[src/rtl/sub_pkg.sv]
// Shared definitions for the bit-serial subtractor: controller states and
// the bit-counter width helper.
package sub_pkg;

  typedef enum logic [1:0] {
    IDLE = 2'd0,
    RUN  = 2'd1,
    DONE = 2'd2
  } state_t;

  // Bits needed to count WIDTH bit steps (0 .. WIDTH-1).
  function automatic int cnt_width(input int width);
    return (width > 1) ? $clog2(width) : 1;
  endfunction

endpackage

[src/rtl/fs_cell.sv]
// Combinational 1-bit full subtractor: d = a - b - bi, with borrow-out bo.
module fs_cell (
  input  logic a,
  input  logic b,
  input  logic bi,
  output logic d,
  output logic bo
);

  assign d  = a ^ b ^ bi;
  assign bo = (~a & b) | (~(a ^ b) & bi);

endmodule

[src/rtl/serial_subtractor.sv]
// Bit-serial WIDTH-bit subtractor D = A - B - Bin, LSB first, one bit per
// cycle through a single fs_cell, with start/busy/done handshake and flags.
module serial_subtractor
  import sub_pkg::*;
#(
  parameter int WIDTH = 8
) (
  input  logic             clk,
  input  logic             rst,
  input  logic             start,
  input  logic [WIDTH-1:0] A,
  input  logic [WIDTH-1:0] B,
  input  logic             Bin,
  output logic             busy,
  output logic             done,
  output logic [WIDTH-1:0] D,
  output logic             Bo,
  output logic             V,
  output logic             Z
);

  localparam int CW = cnt_width(WIDTH);

  state_t           state_q, state_d;
  logic [CW-1:0]    cnt_q;
  logic [WIDTH-1:0] sa_q, sb_q, r_q;
  logic             br_q;

  logic             d_bit, bo_bit;
  logic             accept, last_step;
  logic [WIDTH-1:0] r_next;

  fs_cell u_cell (
    .a  (sa_q[0]),
    .b  (sb_q[0]),
    .bi (br_q),
    .d  (d_bit),
    .bo (bo_bit)
  );

  // start is only honoured when no operation is in flight.
  assign accept    = start && (state_q != RUN);
  assign last_step = (state_q == RUN) && (cnt_q == CW'(WIDTH - 1));
  assign r_next    = {d_bit, r_q[WIDTH-1:1]};

  assign busy = (state_q == RUN);
  assign done = (state_q == DONE);

  always_comb begin
    // NOTE: default assigned first so every path drives state_d (no latch).
    state_d = state_q;
    unique case (state_q)
      IDLE:    if (start) state_d = RUN;
      RUN:     if (last_step) state_d = DONE;
      DONE:    state_d = start ? RUN : IDLE;
      default: state_d = IDLE;
    endcase
  end

  always_ff @(posedge clk) begin
    // NOTE: non-blocking assignments so all flops sample pre-edge values.
    if (rst) begin
      state_q <= IDLE;
      cnt_q   <= '0;
      sa_q    <= '0;
      sb_q    <= '0;
      r_q     <= '0;
      br_q    <= 1'b0;
      D       <= '0;
      Bo      <= 1'b0;
      V       <= 1'b0;
      Z       <= 1'b0;
    end else begin
      state_q <= state_d;
      if (accept) begin
        sa_q  <= A;
        sb_q  <= B;
        br_q  <= Bin;
        cnt_q <= '0;
      end else if (state_q == RUN) begin
        sa_q  <= sa_q >> 1;
        sb_q  <= sb_q >> 1;
        br_q  <= bo_bit;
        r_q   <= r_next;
        cnt_q <= cnt_q + CW'(1);
        // Borrow into the MSB xor borrow out of it flags signed overflow.
        if (last_step) begin
          D  <= r_next;
          Bo <= bo_bit;
          V  <= br_q ^ bo_bit;
          Z  <= (r_next == '0);
        end
      end
    end
  end

endmodule

[config.mk]
export PLATFORM = sky130hd
export DESIGN_NAME = serial_subtractor
export DESIGN_NICKNAME = d
export VERILOG_FILES = /design/src/rtl/sub_pkg.sv /design/src/rtl/fs_cell.sv /design/src/rtl/serial_subtractor.sv
export SDC_FILE = /design/constraint.sdc
export NUM_CORES = 1
export LEC_CHECK = 0
export CAP_MARGIN = 10
export CORE_MARGIN = 10
export CORE_UTILIZATION = 40
export DETAILED_ROUTE_END_ITERATION = 8
export HOLD_SLACK_MARGIN = 0.1
export SYNTH_ARGS = -nofsm -noshare
export SYNTH_HDL_FRONTEND = slang
export SYNTH_HIERARCHICAL = 1
export SYNTH_SLANG_ARGS = --single-unit
[constraint.sdc]
create_clock -name clk -period 1.46 [get_ports clk]
set_input_delay 0.292 -clock clk [delete_from_list [all_inputs] [get_ports clk]]
set_output_delay 0.292 -clock clk [all_outputs]
set_load 0.05 [all_outputs]
==> results of run 1 <==
## synthesized netlist by cell type, types with 2 or more instances
library cell / number / area [sq um]
sky130_fd_sc_hd__buf_6: 6 / 67.6
sky130_fd_sc_hd__dfxtp_1: 40 / 801
sky130_fd_sc_hd__nand2b_1: 2 / 12.5
sky130_fd_sc_hd__nor4_1: 2 / 12.5
sky130_fd_sc_hd__ha_1: 2 / 25.0
sky130_fd_sc_hd__a211oi_2: 15 / 188
sky130_fd_sc_hd__nand2_1: 35 / 131
sky130_fd_sc_hd__buf_4: 3 / 22.5
sky130_fd_sc_hd__inv_1: 4 / 15.0
sky130_fd_sc_hd__buf_2: 2 / 10.0
sky130_fd_sc_hd__nand3b_1: 4 / 30.0
sky130_fd_sc_hd__nor2_1: 18 / 67.6
sky130_fd_sc_hd__a21oi_1: 19 / 95.1
sky130_fd_sc_hd__mux2i_1: 17 / 170
sky130_fd_sc_hd__clkbuf_1: 2 / 7.51
sky130_fd_sc_hd__nor3_1: 2 / 10.0
## where the power goes
group	internal (mW)	switching [mW]	leakage [nW]	total (mW)
Sequential	1.14	0.0332	0.327	1.18
Combinational	0.166	0.165	0.520	0.331
Clock	0.377	0.372	0.0510	0.749
Total	1.69	0.570	0.898	2.26
## cell families (layout without fill, tap and decap cells)
| group | after synthesis | in the layout |
|---|---|---|
| compound gates | 37 | 37 |
| xor+xnor | 1 | 1 |
| fa+ha+maj | 3 | 3 |
| buf+inv | 19 | 52 |
| flops | 40 | 40 |
| mux | 17 | 17 |
| simple gates | 66 | 66 |
## stage by stage
step           power, mW  instances  setup TNS (ns)   util  cell area, sq um
3_3_place_gp        1.52        258               0  0.544              2240
3_5_place_dp        1.53        258          -0.138  0.544              2240
5_1_grt             2.38        266               0  0.571              2350
2_1_floorplan       1.44        183               0      -              1750
6_report            2.26        266               0  0.571              2350
4_1_cts             2.29        266               0  0.567              2330
## path summary, 6_finish.rpt
check	start	endpoint	slack [ns]	cells after the start
worst max-delay path	cnt_q[0]	V	0.07	5
worst min-delay path	rst	r_q[1]	0.42	3
worst max register to register	cnt_q[0]	V	0.07	5
worst min register to register	r_q[2]	D[1]	0.49	2
## layout make-up
type	count	area share
Sequential cell	40	0.342
Inverter	5	0.0101
Tap cell	50	0.0266
Clock buffer	6	0.0352
Clock inverter	2	0.00426
Multi-Input combinational cell	124	0.354
Timing Repair Buffer	39	0.228
## registers in the layout (all words and copies together) (netlist names)
| register | count |
|---|---|
| state_q | 2 |
| br_q | 1 |
| cnt_q | 3 |
| r_q | 7 |
| Z | 1 |
| sb_q | 8 |
| D | 8 |
| V | 1 |
| Bo | 1 |
| sa_q | 8 |
## layer usage
| metal | part of all wire | up-vias | track usage |
|---|---|---|---|
| li1 | - | 681 | - |
| met1 | 0.43 | 625 | 0.112 |
| met2 | 0.49 | 32 | 0.163 |
| met3 | 0.059 | 8 | 0.0445 |
| met4 | 0.019 | 0 | 0.0479 |
| met5 | 0 | - | 0 |
## timing repair
action | in CTS | in global routing
endpoints found under the setup margin | 2 | 3
pin swaps | 1 | 0
gates resized for setup | 1 | 6
hold endpoints to repair | 0 | 0
cloned | 0 | 0
## worst register-to-register path, cell delays in order (launching register included)
cell and delay (ns):
sky130_fd_sc_hd__dfxtp_1 0.33, sky130_fd_sc_hd__ha_1 0.20, sky130_fd_sc_hd__ha_1 0.21, sky130_fd_sc_hd__and3b_2 0.24, sky130_fd_sc_hd__buf_12 0.14, sky130_fd_sc_hd__a211oi_1 0.20
==> tab_implementation.tex, run 1 <==
\begin{tabular}{lr}
\hline
Metric & Value \\
\hline
\multicolumn{2}{l}{\textbf{Clock tree}} \\
\quad Worst-path clk slew & 0.08 ns \\
\quad Maximum level of the CTS H-tree & 2 \\
\quad Clock insertion delay at the later pin of the skew report & $\sim$0.29 ns \\
\quad Clock buffer depth & 2 \\
\quad Num Clock Sinks & 40 \\
\quad Post-CTS setup buffer count & 0 \\
\quad Hold buffer count at CTS & 0 \\
\quad Number of CTS-inserted buffers & 5 \\
\quad CTS Root Cell & sky130\_fd\_sc\_hd\_\_clkbuf\_8 \\
\quad CTS tree & yes \\
\multicolumn{2}{l}{\textbf{Logic synthesis}} \\
\quad Share of synthesized cell area in full adder, half adder and majority cells & 0.0258 \\
\quad Avg Cell Area, Syn & between 9 and 10 sq um \\
\quad Complex-gate fraction of the synthesized area & 0.176 \\
\quad Number of library cell types mapped by synthesis & 26 \\
\quad Warnings, synthesis & 6 \\
\quad Synthesized-area fraction occupied by and/or/nand/nor cells & 0.162 \\
\quad Most instantiated flip-flop cell in the synthesis netlist & sky130\_fd\_sc\_hd\_\_dfxtp\_1 \\
\quad Dominant combinational cell family by area after synthesis & compound AO/OA/AOI/OAI gates \\
\quad Part of the Yosys area used for sequential elements & 0.458 \\
\quad Multiplexer fraction of the synthesized cell area & 0.0973 \\
\quad Async set-or-reset flop fraction in the synthesized netlist & 0 \\
\quad Cells after synthesis & around 180 \\
\quad Post-synthesis register bit count & 40 \\
\quad Number of flops mapped to enable cells by yosys & 0 \\
\quad Cell area after synthesis & 1750 sq um \\
\quad Area share of xor/xnor cells in the synthesized design & 0.00501 \\
\quad Nets in the synthesized netlist & approximately 210 \\
\multicolumn{2}{l}{\textbf{Setup path}} \\
\quad Kind of cell adding the most delay to the critical path & adder cells \\
\quad Required arrival time at the worst endpoint & about 1.7 ns \\
\quad Worst path cell trace & ha\_1, ha\_1, and3b\_2, buf\_12, a211oi\_1 \\
\quad Largest fanout on the critical path & 12 \\
\quad Worst EP arrival & roughly 1.6 ns \\
\quad Bufs and invs on worst path & 1 \\
\quad Startpoint types & flip-flop \\
\quad Capturing element type of the critical path & flip-flop \\
\quad Slowest stage delay, CP & about 0.33 ns \\
\quad Path type of the worst setup path & flip-flop to flip-flop \\
\quad Worst path most repeated cell & sky130\_fd\_sc\_hd\_\_ha\_1 \\
\quad Master of the slowest instance on the critical path & sky130\_fd\_sc\_hd\_\_dfxtp\_1 \\
\multicolumn{2}{l}{\textbf{STA}} \\
\quad Final hold slack & just over 0.4 ns \\
\quad Worst-margin pin slew & 0.267 ns \\
\quad RSZ-0062 raised after global routing & no \\
\quad Final count of negative-setup-slack endpoints & 0 \\
\quad Slew HR & 0.820 \\
\quad Post-layout min period & 1.39 ns \\
\quad Final critical-path share of the clock period & 0.954 \\
\quad Number of hold violations in the final report & 0 \\
\quad Fin worst setup slack & 0.0677 ns \\
\quad Final setup skew & 0.00609 ns \\
\quad Final max-slew violation count & 0 \\
\quad Achievable clock frequency & 718 MHz \\
\multicolumn{2}{l}{\textbf{Power}} \\
\quad Cell Pwr Density & 961 nW/um\^{}2 \\
\quad Peak VDD IR & between 0.5 and 0.6 mV \\
\quad Cell leakage power & between 0.8 and 0.9 nW \\
\multicolumn{2}{l}{\textbf{Routing}} \\
\quad Final routed wire length divided by cell count & about 14 microns \\
\quad Via density & between 5 and 6 \\
\quad Count of antenna-violating nets left after detailed routing & 0 \\
\quad Detailed-router iteration count before antenna repair & 4 \\
\quad Residual DRC & 0 \\
\quad Total via count after detailed routing & around 1300 \\
\quad Total wire length & 3.64 mm \\
\quad Detailed router's first-iteration violation count & 70 \\
\multicolumn{2}{l}{\textbf{Worst hold path}} \\
\quad Tightest Hold Check Type & input port to flip-flop \\
\multicolumn{2}{l}{\textbf{Placement}} \\
\quad Port bufs & 32 \\
\quad Post-place setup slack & -0.0410 ns \\
\quad Hpwl dp & between 2 and 3 mm \\
\quad GP Congestion & 0.712 \\
\multicolumn{2}{l}{\textbf{GRT}} \\
\quad Vias in the first global route & 1336 \\
\quad GR Util All Layers & 0.101 \\
\quad Overall overflow remaining after global route & 0 \\
\quad Global-route wire length before repair & just over 6 mm \\
\quad Initial antenna violation count & 0 \\
\quad Largest net degree at the start of global routing & 41 \\
\multicolumn{2}{l}{\textbf{Floorplan}} \\
\quad Die width & roughly 86 microns \\
\quad Number of rows in the core area & 23 \\
\quad Die Y-Extent & about 86 microns \\
\quad Area of the placeable core & 4120 sq um \\
\quad Initial core utilization & 0.425 \\
\quad Full die area & roughly 7400 sq um \\
\quad IO Pins & 33 \\
\multicolumn{2}{l}{\textbf{Finish}} \\
\quad Area Growth Syn to Fin & 34.3\% \\
\quad Proportion of layout cells with a drive suffix above 1 & 0.236 \\
\quad Register Area & around 800 sq um \\
\quad Commonest non-fill, non-tap cell in the layout & sky130\_fd\_sc\_hd\_\_dfxtp\_1 \\
\quad Most frequent cells in the layout & sky130\_fd\_sc\_hd\_\_dfxtp\_1 (38), sky130\_fd\_sc\_hd\_\_nand2\_1 (35), sky130\_fd\_sc\_hd\_\_a21oi\_1 (19), sky130\_fd\_sc\_hd\_\_nor2\_1 (18), sky130\_fd\_sc\_hd\_\_clkdlybuf4s50\_1 (18) \\
\quad Nets@finish & about 240 \\
\quad Area occupied by multi-input gates & 831 sq um \\
\quad Ant. Diodes & 0 \\
\quad Count of filler cells inserted in the layout & between 300 and 400 \\
\multicolumn{2}{l}{\textbf{Status}} \\
\quad Status & finished clean \\
\multicolumn{2}{l}{\textbf{Job}} \\
\quad Maxcap violations & 0 \\
\hline
\end{tabular}
No activity file was read; power rests on OpenSTA's default activity.
==> run 2, diff against run 1 <==
--- a/config.mk
+++ b/config.mk
@@ -10,6 +10,7 @@
 export CORE_UTILIZATION = 40
 export DETAILED_ROUTE_END_ITERATION = 8
 export HOLD_SLACK_MARGIN = 0.1
+export RECOVER_POWER = 100
 export SYNTH_ARGS = -nofsm -noshare
 export SYNTH_HDL_FRONTEND = slang
 export SYNTH_HIERARCHICAL = 1
==> run 2 against run 1 <==
Against the previous run: maximum frequency is essentially flat; design area shrank 9.8%; clock-buffer cell count is the same; critical path depth is the same; sequential share of layout area grew 3.7 points; clock skew is essentially flat; combinational power shrank 6.3%; register-to-register slack is essentially flat; critical path type unchanged.
==> tab_implementation.tex, run 2 (synthesized netlist as in run 1, its figures left out) <==
\begin{tabular}{lr}
\hline
Metric & Value \\
\hline
\multicolumn{2}{l}{\textbf{Floorplan}} \\
\quad Initial core utilization & 0.425 \\
\quad IO Pins & 33 \\
\quad Die width & roughly 86 microns \\
\quad Full die area & about 7400 sq um \\
\quad Number of rows in the core area & 23 \\
\quad Area of the placeable core & approximately 4000 sq um \\
\quad Die Y-Extent & between 80 and 90 microns \\
\multicolumn{2}{l}{\textbf{Setup path}} \\
\quad Required arrival time at the worst endpoint & between 1.5 and 2 ns \\
\quad Startpoint types & flip-flop \\
\quad Worst path cell trace & ha\_1, ha\_1, and3b\_2, buf\_12, a211oi\_1 \\
\quad Worst EP arrival & 1.60 ns \\
\quad Bufs and invs on worst path & 1 \\
\quad Path type of the worst setup path & flip-flop to flip-flop \\
\quad Kind of cell adding the most delay to the critical path & adder cells \\
\quad Worst path most repeated cell & sky130\_fd\_sc\_hd\_\_ha\_1 \\
\quad Slowest stage delay, CP & 0.33 ns \\
\quad Master of the slowest instance on the critical path & sky130\_fd\_sc\_hd\_\_dfxtp\_1 \\
\quad Capturing element type of the critical path & flip-flop \\
\quad Largest fanout on the critical path & 12 \\
\multicolumn{2}{l}{\textbf{GRT}} \\
\quad GR Util All Layers & 0.101 \\
\quad Highest-utilization routing layer at the global route stage & met2 \\
\quad Initial antenna violation count & 0 \\
\quad Global Route met1 Usage & 0.112 \\
\quad Global-route wire length before repair & slightly above 6 mm \\
\quad Vias in the first global route & 1336 \\
\quad Largest net degree at the start of global routing & 41 \\
\quad Global routing usage on met2 & 0.163 \\
\quad Met3 GRT Util & 0.0445 \\
\quad Overall overflow remaining after global route & 0 \\
\multicolumn{2}{l}{\textbf{Finish}} \\
\quad Most frequent cells in the layout & sky130\_fd\_sc\_hd\_\_dfxtp\_1 (38), sky130\_fd\_sc\_hd\_\_nand2\_1 (35), sky130\_fd\_sc\_hd\_\_a21oi\_1 (19), sky130\_fd\_sc\_hd\_\_nor2\_1 (18), sky130\_fd\_sc\_hd\_\_clkdlybuf4s50\_1 (18) \\
\quad Area Growth Syn to Fin & 21.1\% \\
\quad Nets@finish & around 240 \\
\quad Ant. Diodes & 0 \\
\quad Count of filler cells inserted in the layout & 386 \\
\quad Proportion of layout cells with a drive suffix above 1 & 0.208 \\
\quad Commonest non-fill, non-tap cell in the layout & sky130\_fd\_sc\_hd\_\_dfxtp\_1 \\
\quad Top Registers & D (8), sa\_q (8), sb\_q (8) \\
\quad Count of placed standard cells in the final layout, fillers left out & between 200 and 300 \\
\multicolumn{2}{l}{\textbf{Clock tree}} \\
\quad Maximum level of the CTS H-tree & 2 \\
\quad Clock buffer depth & 2 \\
\quad Worst-path clk slew & approximately 0.080 ns \\
\quad Num Clock Sinks & 40 \\
\quad CTS Root Cell & sky130\_fd\_sc\_hd\_\_clkbuf\_8 \\
\quad Hold buffer count at CTS & 0 \\
\quad Number of CTS-inserted buffers & 5 \\
\quad Clock insertion delay at the later pin of the skew report & 0.29 ns \\
\quad CTS tree & yes \\
\multicolumn{2}{l}{\textbf{STA}} \\
\quad Final critical-path share of the clock period & 0.953 \\
\quad Final count of negative-setup-slack endpoints & 0 \\
\quad Slew HR & 0.704 \\
\quad Achievable clock frequency & between 700 and 800 MHz \\
\quad Final max-slew violation count & 0 \\
\quad Worst-margin pin slew & 0.444 ns \\
\quad Final setup skew & about 0.0063 ns \\
\quad Final hold slack & about 0.4 ns \\
\quad Number of hold violations in the final report & 0 \\
\quad Post-layout min period & 1.39 ns \\
\quad RSZ-0062 raised after global routing & no \\
\multicolumn{2}{l}{\textbf{Routing}} \\
\quad Residual DRC & 0 \\
\quad Detailed router's first-iteration violation count & 60 \\
\quad Via density & 5.07 \\
\quad Total wire length & $\sim$3.7 mm \\
\quad Detailed-router iteration count before antenna repair & 4 \\
\quad Count of antenna-violating nets left after detailed routing & 0 \\
\quad Total via count after detailed routing & between 1000 and 1500 \\
\quad Final routed wire length divided by cell count & roughly 14 microns \\
\multicolumn{2}{l}{\textbf{Placement}} \\
\quad GP Congestion & 0.712 \\
\quad Hpwl dp & 2.61 mm \\
\quad Cell Count Post-Placement & between 200 and 300 \\
\quad Port bufs & 32 \\
\multicolumn{2}{l}{\textbf{Power}} \\
\quad Cell leakage power & 0.844 nW \\
\quad Switching power as a share of total power & 0.251 \\
\quad Peak VDD IR & 0.508 mV \\
\quad Power Internal & about 1.7 mW \\
\quad Part of the power in the clock network & 0.335 \\
\quad Net switching power figure & about 0.56 mW \\
\quad Combinational fraction of design power & 0.139 \\
\quad Cell Pwr Density & 1060 nW/um\^{}2 \\
\quad Sequential share of power & 0.526 \\
\multicolumn{2}{l}{\textbf{Worst hold path}} \\
\quad Tightest Hold Check Type & input port to flip-flop \\
\multicolumn{2}{l}{\textbf{Job}} \\
\quad Maxcap violations & 0 \\
\multicolumn{2}{l}{\textbf{Status}} \\
\quad Status & finished clean \\
\hline
\end{tabular}
==> run 2: cell types whose count changed in the layout (fill, tap and decap cells not counted) <==
| cell | previous run | this run |
|---|---|---|
| sky130_fd_sc_hd__buf_4 | 4 | 2 |
| sky130_fd_sc_hd__a211oi_2 | 15 | 9 |
| sky130_fd_sc_hd__inv_4 | 0 | 1 |
| sky130_fd_sc_hd__clkbuf_4 | 0 | 1 |
| sky130_fd_sc_hd__clkinv_4 | 1 | 0 |
| sky130_fd_sc_hd__clkbuf_2 | 0 | 13 |
| sky130_fd_sc_hd__buf_2 | 1 | 2 |
| sky130_fd_sc_hd__a211oi_1 | 1 | 7 |
| sky130_fd_sc_hd__buf_12 | 16 | 3 |
==> run 2: area by class of cell <==
| type | instances | area [sq um] | area share |
|---|---|---|---|
| clock buffers | 6 | 82.6 | 0.0390 |
| clock inverters | 2 | 10.0 | 0.00473 |
| inverters | 5 | 21.3 | 0.0100 |
| multi-input cells | 124 | 801 | 0.378 |
| flip-flops and latches | 40 | 803 | 0.379 |
| well taps | 50 | 62.6 | 0.0295 |
| repair buffers | 39 | 338 | 0.159 |
==> run 2: power by group through the flow <==
stage	logic (mW)	registers, mW	clock network, mW
final	0.310	1.18	0.749
after global routing	0.344	1.18	0.833
after CTS	0.333	1.17	0.784
after detailed placement	0.331	1.20	0
after global placement	0.322	1.20	0
after floorplan	0.244	1.19	0
==> run 2: path summary, 6_finish.rpt <==
path / start / endpoint / slack (ns) / cells past startpoint
hold / removal: rst / r_q[1] / 0.40 / 3
setup / recovery: cnt_q[0] / V / 0.07 / 5
setup reg to reg: cnt_q[0] / V / 0.07 / 5
hold reg to reg: Bo / Bo / 0.45 / 2
==> run 2: through the flow <==
| stage | worst slack (ns) | setup TNS [ns] | instance area, sq um | utilization | total power, mW |
|---|---|---|---|---|---|
| global placement | 0.00714 | 0 | 2240 | 0.544 | 1.52 |
| CTS | 0.0135 | 0 | 2330 | 0.567 | 2.29 |
| global route | 0.00684 | 0 | 2120 | 0.515 | 2.36 |
| floorplan | 0.116 | 0 | 1750 | - | 1.44 |
| finish | 0.0690 | 0 | 2120 | 0.515 | 2.24 |
| detailed placement | -0.0410 | -0.138 | 2240 | 0.544 | 1.53 |
==> run 2: worst register-to-register path, cell delays in order (launching register included) <==
cell                       delay [ns]
sky130_fd_sc_hd__dfxtp_1         0.33
sky130_fd_sc_hd__ha_1            0.20
sky130_fd_sc_hd__ha_1            0.21
sky130_fd_sc_hd__and3b_2         0.24
sky130_fd_sc_hd__buf_12          0.14
sky130_fd_sc_hd__a211oi_1        0.20
==> run 2: what timing repair did <==
action,in CTS,in global routing
gates cloned,0,0
endpoints found under the setup margin,2,3
gates resized for setup,1,6
pin swaps,1,0
buffers inserted,0,0
==> run 2: routing by layer <==
metal | up-vias | share of wire
li1 | 683 | -
met1 | 629 | 0.44
met2 | 28 | 0.48
met3 | 8 | 0.063
met4 | 0 | 0.019
met5 | - | 0
